$ cat src/rtl/router_fifo_pkt.sv
// Packet-aware output FIFO: tags header words, tracks remaining packet bytes on read, sticky error flags.
// Read latency 1 cycle; writes when full and reads when empty are dropped and latch overflow/underflow.
module router_fifo_pkt #(
   parameter int DATA_W    = 8,
   parameter int DEPTH     = 16,
   parameter int LEN_LSB   = 2,
   parameter int AFULL_TH  = DEPTH - 2,
   parameter int AEMPTY_TH = 2
) (
   input  logic                     clock,
   input  logic                     resetn,
   input  logic                     soft_reset,
   input  logic                     write_enb,
   input  logic                     read_enb,
   input  logic                     lfd_state,
   input  logic [DATA_W-1:0]        data_in,
   output logic [DATA_W-1:0]        data_out,
   output logic                     out_valid,
   output logic                     full,
   output logic                     empty,
   output logic                     almost_full,
   output logic                     almost_empty,
   output logic [$clog2(DEPTH):0]   level,
   output logic                     pkt_busy,
   output logic                     overflow,
   output logic                     underflow
);
   localparam int AW  = $clog2(DEPTH);
   localparam int AWP = AW + 1;
   localparam int LW  = DATA_W - LEN_LSB;
   localparam int LWP = LW + 1;
   localparam logic [AW:0] AFULL_L  = AWP'(AFULL_TH);
   localparam logic [AW:0] AEMPTY_L = AWP'(AEMPTY_TH);

   logic [DATA_W:0]   mem_q [DEPTH];
   logic [AW:0]       wr_ptr_q, wr_ptr_d, rd_ptr_q, rd_ptr_d;
   logic [LW:0]       cnt_q, cnt_d;
   logic              lfd_q, lfd_d;
   logic [DATA_W-1:0] dout_q, dout_d;
   logic              vld_q, vld_d;
   logic              ovf_q, ovf_d, unf_q, unf_d;
   logic              wr_acc, rd_acc;
   logic [DATA_W:0]   rd_entry;

   // Extra pointer MSB distinguishes full from empty when the index bits match.
   assign full         = (wr_ptr_q[AW] != rd_ptr_q[AW]) && (wr_ptr_q[AW-1:0] == rd_ptr_q[AW-1:0]);
   assign empty        = (wr_ptr_q == rd_ptr_q);
   assign level        = wr_ptr_q - rd_ptr_q;
   assign almost_full  = (level >= AFULL_L);
   assign almost_empty = (level <= AEMPTY_L);
   assign pkt_busy     = (cnt_q != '0);
   assign data_out     = dout_q;
   assign out_valid    = vld_q;
   assign overflow     = ovf_q;
   assign underflow    = unf_q;

   assign wr_acc   = write_enb && !full;
   assign rd_acc   = read_enb && !empty;
   assign rd_entry = mem_q[rd_ptr_q[AW-1:0]];

   always_comb begin
      wr_ptr_d = wr_ptr_q;
      rd_ptr_d = rd_ptr_q;
      cnt_d    = cnt_q;
      lfd_d    = lfd_state;
      dout_d   = dout_q;
      vld_d    = 1'b0;
      ovf_d    = ovf_q;
      unf_d    = unf_q;
      if (soft_reset) begin
         wr_ptr_d = '0;
         rd_ptr_d = '0;
         cnt_d    = '0;
         lfd_d    = 1'b0;
         dout_d   = '0;
         ovf_d    = 1'b0;
         unf_d    = 1'b0;
      end else begin
         if (wr_acc) wr_ptr_d = wr_ptr_q + AWP'(1);
         if (write_enb && full) ovf_d = 1'b1;
         if (read_enb && empty) unf_d = 1'b1;
         if (rd_acc) begin
            rd_ptr_d = rd_ptr_q + AWP'(1);
            dout_d   = rd_entry[DATA_W-1:0];
            vld_d    = 1'b1;
            // Header reload counts payload bytes plus the trailing parity byte.
            if (rd_entry[DATA_W])
               cnt_d = {1'b0, rd_entry[DATA_W-1:LEN_LSB]} + LWP'(1);
            else if (cnt_q != '0)
               cnt_d = cnt_q - LWP'(1);
         end else if (cnt_q == '0) begin
            dout_d = '0;
         end
      end
   end

   always_ff @(posedge clock or negedge resetn) begin
      if (!resetn) begin
         wr_ptr_q <= '0;
         rd_ptr_q <= '0;
         cnt_q    <= '0;
         lfd_q    <= 1'b0;
         dout_q   <= '0;
         vld_q    <= 1'b0;
         ovf_q    <= 1'b0;
         unf_q    <= 1'b0;
      end else begin
         wr_ptr_q <= wr_ptr_d;
         rd_ptr_q <= rd_ptr_d;
         cnt_q    <= cnt_d;
         lfd_q    <= lfd_d;
         dout_q   <= dout_d;
         vld_q    <= vld_d;
         ovf_q    <= ovf_d;
         unf_q    <= unf_d;
      end
   end

   // Storage is not reset; pointers alone define valid contents.
   always_ff @(posedge clock) begin
      if (wr_acc && !soft_reset)
         mem_q[wr_ptr_q[AW-1:0]] <= {lfd_q, data_in};
   end
endmodule
$ cat config.mk
export PLATFORM = sky130hd
export DESIGN_NAME = router_fifo_pkt
export DESIGN_NICKNAME = d
export VERILOG_FILES = /design/src/rtl/router_fifo_pkt.sv
export SDC_FILE = /design/constraint.sdc
export NUM_CORES = 1
export LEC_CHECK = 0
export ABC_CLOCK_PERIOD_IN_PS = 7900
export BUFFER_PORTS_ARGS = -buffer_cell sky130_fd_sc_hd__buf_4
export CAP_MARGIN = 20
export CORE_ASPECT_RATIO = 0.6
export CORE_MARGIN = 3
export CORE_UTILIZATION = 40
export CTS_CLUSTER_SIZE = 40
export DETAILED_ROUTE_END_ITERATION = 7
export MAX_ROUTING_LAYER = met4
export REMOVE_ABC_BUFFERS = 1
export SYNTH_ARGS = -nofsm -noshare
export SYNTH_HDL_FRONTEND = slang
export SYNTH_SLANG_ARGS = --single-unit
$ cat constraint.sdc
create_clock -name clock -period 7.9 [get_ports clock]
set_input_delay 1.58 -clock clock [delete_from_list [all_inputs] [get_ports clock]]
set_output_delay 1.58 -clock clock [all_outputs]
set_load 0.02 [all_outputs]
# Word level (Yosys, flattened, before mapping)
# Memory sizes are Yosys's and may differ from the RTL's.
# Index checks and enable logic that the tools add are counted.
[word_totals]
ff_bits = 29
ram_bits = 144
in_bits = 14
out_inout_bits = 21
wordCells = 57
n_memories = 1
[memory_table]
columns = ["name", "words", "width", "read_ports", "rd_ports_with_merged_regs", "wr", "line_no", "text"]
rows = [
  ["mem_q", 16, 9, 1, 0, 1, "35", "logic [DATA_W:0] mem_q [DEPTH];"],
]
[op_classes]
addsub = 5
magnitude_cmp = 2
n_eq_ne = 3
muxes = 20
n_reduce_logical = 18
[ops]
columns = ["operator", "count"]
rows = [
  ["2-to-1 mux 7 bit", 4],
  ["2-to-1 mux 8 bit", 3],
  ["2-to-1 mux 5 bit", 4],
  ["adder 5 x 1 -> 5 bit, second input constant", 2],
  ["2-to-1 mux 1 bit", 9],
  ["nonzero test 2 bit", 4],
  ["adder 6 x 1 -> 7 bit, second input constant", 1],
  ["zero test 7 bit", 1],
  ["nonzero test 7 bit", 1],
  ["subtractor 7 x 1 -> 7 bit, second input constant", 1],
  ["logical AND 1 bit", 6],
  ["nonzero test 3 bit", 2],
  ["equality test 5 bit", 1],
  ["greater-or-equal comparator 5 x 4 -> 1 bit, second input constant", 1],
  ["<= comparator 5 x 2 -> 1 bit, second input constant", 1],
  ["subtractor 5 bit", 1],
  ["equality test 4 bit", 1],
  ["zero test 1 bit", 3],
  ["AND reduction 2 bit", 1],
  ["!= test 1 bit", 1],
]

# Logic depth before layout (Yosys ltp)
# Gate-level depths: netlist of the first run.
[logic_depth]
word_depth = 7
mapped_depth = 12

# Worst setup path after synthesis of the first run
# No wires, ideal clock.
[synth_timing]
path_type = "reg-to-output"
start = "register rd_ptr_q[1]"
end = "output port almost_empty"
arrival_ns = 3.168
t_required_ns = 6.320
slack_ns = 3.152
stages_incl_launch_ff = 10
cell_sequence = "dfrtp_1 > buf_2 > clkbuf_1 > buf_2 > inv_1 > fa_1 > a21o_1 > a21oi_1 > xnor2_1 > a2111oi_0"
[synth_via]
elab_chain_len = 2
[synth_lines]
columns = ["item", "line_no", "text"]
rows = [
  ["start: declaration", "36", "logic [AW:0] wr_ptr_q, wr_ptr_d, rd_ptr_q, rd_ptr_d;"],
  ["start signal: assignment", "109", "rd_ptr_q <= rd_ptr_d;"],
  ["subtractor 5 bit", "48", "assign level = wr_ptr_q - rd_ptr_q;"],
  ["named net level[4]", "23", "output logic [$clog2(DEPTH):0] level,"],
  ["<= comparator 5 x 2 -> 1 bit", "50", "assign almost_empty = (level <= AEMPTY_L);"],
  ["end: declaration", "22", "output logic almost_empty,"],
]
# The timed path passes the listed nets, and every way through them passes these cells.

# Final worst setup path of the first run
[layout_timing]
start = "register rd_ptr_q[0]"
end = "output port almost_empty"
[layout_via]
elab_chain_len = 2
[layout_lines]
columns = ["item", "line_no"]
rows = [
  ["subtractor 5 bit", "48"],
  ["<= comparator 5 x 2 -> 1 bit", "50"],
]
# No other way between the ends.

==> summary.txt, run 1 <==
Outcome
  • Status: complete, no violations

Yosys
  • Cells after synthesis: 419
  • Register bit total from synthesis: 173
  • Synth async-reset ratio: 0.168
  • Post-synth top area share: 0.592
  • Synthesized area per cell: 17.4 sq um
  • Sequential share of the synthesized area: 0.692
  • Mapped Area: 7300 sq um
  • Synth cell count leaders: 144 x edfxtp_1, 31 x nor2_1, 29 x dfrtp_1, 25 x mux4_2, 20 x nand2_1
  • Synth cell types: 51
  • Most used DFF post-synth: edfxtp_1
  • Most frequent cell after synthesis: edfxtp_1
  • Cell taking the most area after synthesis: edfxtp_1
  • Synth area leaders: edfxtp_1 59%, dfrtp_1 9.9%, mux4_2 7.7%, mux4_1 5.0%, ha_1 1.9%
  • Post-synth EDFFs: 144
  • Yosys warns: 0

Placement
  • Global placer's final weighted congestion: 0.779
  • HPWL Detailed: 10400 um
  • Port Buf Inserts: 34

Die
  • Horiz. Die Dim: 180 um
  • Die area: 20000 sq um
  • Core ar.: 17500 sq um
  • Die height: 111 um
  • Rows: 37
  • Starting density of the core: 0.417
  • IO Count: 35

Pwr
  • Switch share: 0.267
  • Sequential Power Share: 0.452
  • Pwr dens: 271 nW/um^2
  • P_sw: 0.612 mW
  • Internal: 1.68 mW
  • Leakage: 2.96 nW
  • Worst vdd ir: 0.000176 V
  • Combinational power share: 0.199
  • Clock share of power: 0.350

Route
  • DR pass1 iterations: 5
  • Final WL: 16200 um
  • Vias/cell: 5.59
  • Avg WL per Cell: 22.5 um
  • Routed vias: 4016
  • Residual DRC: 0
  • DRT iter0 DRCs: 504
  • Post-route ant nets: 0

Critical path
  • CP Max Fanout: 40
  • CP startpoint kind: flop
  • CP required: 6320 ps
  • Crit path capture type: output port
  • Most used cell, CP: buf_4
  • Setup CP Type: flop to output port
  • RR Startpoint: rd_ptr_q[3]
  • CP max stage cell: buf_4
  • WP data arrival: 3120 ps
  • Largest stage delay, worst path: 610 ps
  • FF-to-FF path depth: 7
  • Crit path cell chain: buf_4, ha_1, inv_1, fa_1, a21o_1, a21oi_1, xnor2_1, a2111oi_0, buf_4
  • Reg2reg end: mem_q[15][8]
  • R2R setup slack: 4120 ps

Cells and area
  • Antenna cells: 0
  • # nets final: 497
  • Post-layout util: 0.483
  • Share of cells above drive strength 1: 0.242
  • P&R area growth vs syn: 15.8%

Global route
  • Total GRT Usage: 0.173
  • First-pass GRT wire length: 24900 um
  • Vias in the first global route: 4030
  • Initial antenna violation count: 0
  • Largest net degree at the start of global routing: 41
  • Total congestion overflow: 0

Timing
  • Final setup violation count: 0
  • Worst-Margin Slew: 1090 ps
  • Min Tclk post-route: 4700 ps
  • Max Slew Vio Count: 0
  • Clock skew: 12.0 ps
  • Slew HR: 0.270
  • Final Hold Fails: 0
  • Sum Neg Setup Slack: 0 ps
  • Final period utilization: 0.596
  • RSZ-0062 raised after global routing: no
  • Fmax: 213 MHz

Hold path
  • Hold_sp: underflow
  • Hold Crit Endpoint: underflow
  • Worst Hold Path Cells: 2
  • Hold crit path type: flop to flop

CTS
  • Root Driver: clkbuf_16
  • Cts hold-fix bufs: 0
  • Skew-Pair Late Insertion Delay: 410 ps
  • Post-CTS Resized: 0
  • CTS tree: done
  • Setup Buffers After CTS: 0
  • CTS buffer count: 17
  • Clock Sinks: 173
  • H-tree depth: 4
  • Worst-path clk slew: 60 ps
  • CTS max path bufs: 2

Flow run
  • Max cap viols: 0
## flip-flops by register name, summed over array words and instances (netlist names)
name / count
mem_q: 144
data_out: 8
cnt_q: 7
rd_ptr_q: 5
wr_ptr_q: 5
lfd_q: 1
out_valid: 1
overflow: 1
underflow: 1
## layout by cell type, fill, tap and decap left out, drive strengths merged, types with 2 or more instances in the layout
cell type,n
nor3,6
and3,2
nor2,31
mux2,2
nand2b,2
a21oi,11
buf,51
dfrtp,29
nand4,4
inv,15
clkinv,4
mux2i,2
clkbuf,26
mux4,39
xnor2,9
o31ai,2
or3,5
o32ai,2
edfxtp,144
nand3,13
a22oi,8
nor4,2
xor2,7
a21o,4
nor2b,7
ha,11
a22o,7
nand2,20
o21ai,6
## power by group through the flow
stage	combinational, mW	sequential (mW)	clock, mW
detailed placement	0.457	1.05	0
finish	0.456	1.04	0.802
floorplan	0.274	1.08	0
global route	0.493	1.04	0.860
CTS	0.459	1.03	0.819
global placement	0.447	1.05	0
## layer usage
metal,vias up,part of all wire,global-route usage
li1,1766,-,-
met1,2069,0.47,0.264
met2,165,0.43,0.232
met3,16,0.092,0.0382
met4,0,0.011,0.0485
met5,-,0,-
## worst max path at each step
stage | startpoint | endpoint | cells after the start
2_1_floorplan | rd_ptr_q[0] | almost_empty | 7
3_3_place_gp | rd_ptr_q[0] | almost_empty | 9
3_5_place_dp | rd_ptr_q[0] | almost_empty | 9
4_1_cts | rd_ptr_q[0] | almost_empty | 9
5_1_grt | rd_ptr_q[0] | almost_empty | 9
6_report | rd_ptr_q[0] | almost_empty | 9
## critical path, delay by kind of cell, from the launching register on
family | cells | cell delay [ps]
AO/OA/AOI/OAI | 3 | 670
XOR/XNOR | 1 | 120
adder cells (fa/ha/maj) | 2 | 670
buffers and inverters | 3 | 890
flip-flops | 1 | 340
## cell type report
| type | instances | area [sq um] |
|---|---|---|
| repair buffers | 51 | 394 |
| fillers | 1482 | 9040 |
| clock buffers | 26 | 532 |
| well taps | 234 | 293 |
| clock inverters | 6 | 45.0 |
| inverters | 14 | 52.6 |
| multi-input cells | 214 | 2090 |
| flip-flops and latches | 173 | 5050 |
## per-stage QoR
| stage | instances | setup WS, ps | total power [mW] | cell area (sq um) | hold WS, ps |
|---|---|---|---|---|---|
| 2_1_floorplan | 401 | 2470 | 1.36 | 7190 | 512 |
| 3_3_place_gp | 682 | 3650 | 1.50 | 7840 | 475 |
| 3_5_place_dp | 684 | 3540 | 1.51 | 7860 | 490 |
| 4_1_cts | 716 | 3080 | 2.31 | 8440 | 506 |
| 5_1_grt | 718 | 2880 | 2.39 | 8450 | 523 |
| 6_report | 718 | 3200 | 2.29 | 8450 | 503 |
## cells by family after synthesis
group,share of synthesized area
and+or+nand+nor,0.0672
DFF,0.692
buffers and inverters,0.0225
xor gates and xnor gates,0.0192
adders and majority gates,0.0216
AOI/OAI and AO/OA,0.0446
muxes,0.133
Note: power is estimated with default switching activity, not from simulation.
==> run 2, diff against run 1 <==
--- a/config.mk
+++ b/config.mk
@@ -5,7 +5,8 @@
 export SDC_FILE = /design/constraint.sdc
 export NUM_CORES = 1
 export LEC_CHECK = 0
-export ABC_CLOCK_PERIOD_IN_PS = 7900
+export ABC_AREA = 1
+export ABC_CLOCK_PERIOD_IN_PS = 4410
 export BUFFER_PORTS_ARGS = -buffer_cell sky130_fd_sc_hd__buf_4
 export CAP_MARGIN = 20
 export CORE_ASPECT_RATIO = 0.6
==> constraint.sdc (replaced) <==
create_clock -name clock -period 4.41 [get_ports clock]
set_input_delay 0.882 -clock clock [delete_from_list [all_inputs] [get_ports clock]]
set_output_delay 0.882 -clock clock [all_outputs]
set_load 0.02 [all_outputs]
==> run 2 against run 1 <==
  * Non-clock buffer count grew 3
  * Wire length grew 12%
  * Global-route usage grew 0.93 points
  * Hold slack lost 130 ps
  * Area after synthesis grew 6.9%
  * Critical endpoint unchanged
  * Sequential cell count is the same
  * Clock skew shrank 1.2 ps
  * Largest power group unchanged
  * First-iteration DRC count grew 7.9%
==> summary.txt, run 2 <==
Cells and area
  • P&R area growth vs syn: 13.4% (was 15.8%)
  • Post-layout util: 0.476 (was 0.483)
  • Fill cells: 1701 (was 1482)
  • Commonest non-fill, non-tap cell in the layout: nand2_1 (was edfxtp_1)
  • Layout Cells excl Fill: 1065 (was 718)
  • Post-route cell area: 8860 sq um (was 8450 sq um)
  • Max reg flops: 144 (unchanged)
  • Antenna cells: 0 (unchanged)
  • Share of cells above drive strength 1: 0.125 (was 0.242)
  • Most frequent cells in the layout: 209 x nand2_1, 144 x edfxtp_1, 76 x inv_1 (was 144 x edfxtp_1, 48 x buf_4, 31 x nor2_1)
  • # nets final: 818 (was 497)

Global route
  • Vias in the first global route: 4932 (was 4030)
  • Total congestion overflow: 0 (unchanged)
  • First-pass GRT wire length: 28700 um (was 24900 um)
  • Initial antenna violation count: 0 (unchanged)
  • Total GRT Usage: 0.182 (was 0.173)
  • Largest net degree at the start of global routing: 70 (was 41)

Yosys
  • Synthesized area per cell: 10.5 sq um (was 17.4 sq um)
  • Cells after synthesis: 747 (was 419)
  • Mapped Area: 7810 sq um (was 7300 sq um)
  • Synth cell count leaders: 209 x nand2_1, 144 x edfxtp_1, 76 x inv_1, 70 x nor2_1, 55 x nand3_1 (was 144 x edfxtp_1, 31 x nor2_1, 29 x dfrtp_1, 25 x mux4_2, 20 x nand2_1)
  • Most frequent cell after synthesis: nand2_1 (was edfxtp_1)
  • Synth async-reset ratio: 0.168 (unchanged)
  • Post-synth EDFFs: 144 (unchanged)
  • Cell taking the most area after synthesis: edfxtp_1 (unchanged)
  • Synth area leaders: edfxtp_1 55%, nand2_1 10%, dfrtp_1 9.3%, inv_1 3.7%, nand3_1 3.5% (was edfxtp_1 59%, dfrtp_1 9.9%, mux4_2 7.7%, mux4_1 5.0%, ha_1 1.9%)
  • Synth cell types: 42 (was 51)
  • Most used DFF post-synth: edfxtp_1 (unchanged)
  • Post-synth top area share: 0.554 (was 0.592)
  • Register bit total from synthesis: 173 (unchanged)
  • Sequential share of the synthesized area: 0.647 (was 0.692)
  • Yosys warns: 0 (unchanged)

Pwr
  • Sequential Power Share: 0.461 (was 0.452)
  • Combinational power share: 0.191 (was 0.199)
  • Worst vdd ir: 0.000284 V (was 0.000176 V)
  • Internal: 2.86 mW (was 1.68 mW)
  • Clock share of power: 0.348 (was 0.350)
  • Pwr dens: 455 nW/um^2 (was 271 nW/um^2)
  • Leakage: 3.64 nW (was 2.96 nW)
  • Total power: 4.03 mW (was 2.29 mW)
  • Switch share: 0.290 (was 0.267)
  • P_sw: 1.17 mW (was 0.612 mW)

Timing
  • Clock skew: 10.8 ps (was 12.0 ps)
  • Final setup violation count: 0 (unchanged)
  • Fmax: 263 MHz
  • Final period utilization: 0.861
  • RSZ-0062 raised after global routing: no (unchanged)
  • Worst hold slack: 377 ps (was 503 ps)
  • Max Slew Vio Count: 0 (unchanged)
  • Min Tclk post-route: 3800 ps
  • Worst-Margin Slew: 855 ps (was 1090 ps)
  • Final Hold Fails: 0 (unchanged)
  • Slew HR: 0.428 (was 0.270)

Die
  • Rows: 38 (was 37)
  • IO Count: 35 (unchanged)
  • Starting density of the core: 0.420 (was 0.417)
  • Horiz. Die Dim: 186 um (was 180 um)
  • Die area: 21300 sq um (was 20000 sq um)
  • Die height: 114 um (was 111 um)
  • Core ar.: 18600 sq um (was 17500 sq um)

CTS
  • Post-CTS Resized: 0 (unchanged)
  • Skew-Pair Late Insertion Delay: 420 ps (was 410 ps)
  • Clock Sinks: 173 (unchanged)
  • Worst-path clk slew: 70 ps (was 60 ps)
  • CTS buffer count: 17 (unchanged)
  • Root Driver: clkbuf_16 (unchanged)
  • CTS max path bufs: 2 (unchanged)
  • CTS tree: done (unchanged)
  • Setup Buffers After CTS: 0 (unchanged)
  • Cts hold-fix bufs: 0 (unchanged)
  • H-tree depth: 4 (unchanged)

Route
  • Vias/cell: 4.95 (was 5.59)
  • DR pass1 iterations: 5 (unchanged)
  • Avg WL per Cell: 16.9 um (was 22.5 um)
  • Final WL: 18000 um (was 16200 um)
  • Post-route ant nets: 0 (unchanged)
  • Routed vias: 5272 (was 4016)
  • Residual DRC: 0 (unchanged)
  • DRT iter0 DRCs: 544 (was 504)

Critical path
  • Crit path capture type: output port (unchanged)
  • CP startpoint kind: flop (unchanged)
  • CP required: 3530 ps (was 6320 ps)
  • CP Max Fanout: 27 (was 40)
  • Setup CP Type: flop to output port (unchanged)
  • WP data arrival: 2920 ps (was 3120 ps)

Placement
  • Post-DP Area: 8310 sq um (was 7860 sq um)
  • Global placer's final weighted congestion: 0.875 (was 0.779)
  • Port Buf Inserts: 34 (unchanged)
  • Cell total after placement: 1033 (was 684)
  • HPWL Detailed: 11700 um (was 10400 um)

Flow run
  • Max cap viols: 0 (unchanged)

Outcome
  • Status: complete, no violations (unchanged)

Hold path
  • Hold crit path type: primary input to async pin (was flop to flop)
[run 2: cell types whose count changed in the layout (fill, tap and decap cells not counted), sizes merged, moves of 5 or more]
cell   delta
nor2b     -7
a22oi     -7
a21oi     +9
inv      +67
a22o      -7
nand3    +45
o21ai    +43
nand2   +192
nor2     +43
xnor2     -9
or3       -5
mux4     -39
[run 2: cells by family (layout without fill, tap and decap cells)]
family	after synthesis	in the layout	share of synthesized area
buffers and inverters	110	168	0.0688
XOR/XNOR	6	6	0.00673
flip-flops	173	173	0.647
adder cells (fa/ha/maj)	12	12	0.0202
AO/OA/AOI/OAI	88	88	0.0675
AND/OR/NAND/NOR	358	358	0.190
[run 2: cell type report]
cell class              instances  area [sq um]  share of cell area
inverters                      82           310              0.0350
repair buffers                 54           405              0.0458
clock buffers                  27           514              0.0581
clock inverters                 5          28.8             0.00325
multi-input cells             464          2220               0.251
flip-flops and latches        173          5050               0.570
well taps                     260           325              0.0367
[run 2: layer usage]
| layer | vias to the layer above | global-route usage | wire length, um | share of wire |
|---|---|---|---|---|
| met3 | 14 | 0.0370 | 1230 | 0.068 |
| met5 | - | - | 0 | 0 |
| li1 | 2582 | - | - | - |
| met1 | 2499 | 0.287 | 9580 | 0.53 |
| met2 | 177 | 0.237 | 7140 | 0.40 |
| met4 | 0 | 0.0428 | 93 | 0.0052 |
[run 2: worst max-delay path, cell delays in order, from the launching register on]
cell	delay, ps
dfrtp_2	690
ha_1	230
inv_1	70
fa_1	410
a21oi_1	150
o21bai_1	90
xor2_1	180
a2111oi_0	430
buf_4	240
[run 2: power by group through the flow]
stage	Combinational [mW]	Sequential, mW	Clock [mW]
floorplan	0.460	1.92	0
global placement	0.757	1.89	0
detailed placement	0.765	1.89	0
CTS	0.769	1.86	1.42
global route	0.856	1.86	1.50
finish	0.769	1.86	1.40
[run 2: through the flow]
| step | setup slack [ps] | TNS [ps] |
|---|---|---|
| after floorplan | -230 | -230 |
| after global placement | 1250 | 0 |
| after detailed placement | 1120 | 0 |
| after global routing | 368 | 0 |
| final | 612 | 0 |
| after CTS | 667 | 0 |
[run 2: worst paths after layout]
check,start,endpoint,slack (ps),depth (start not counted)
setup / recovery,rd_ptr_q[0],almost_empty,610,8
hold / removal,resetn,cnt_q[1],380,1
setup reg to reg,rd_ptr_q[2],mem_q[5][1],1290,7
hold reg to reg,cnt_q[0],cnt_q[0],510,2
max in group asynchronous,resetn,rd_ptr_q[0],3710,1
min in group clock,cnt_q[0],cnt_q[0],510,2
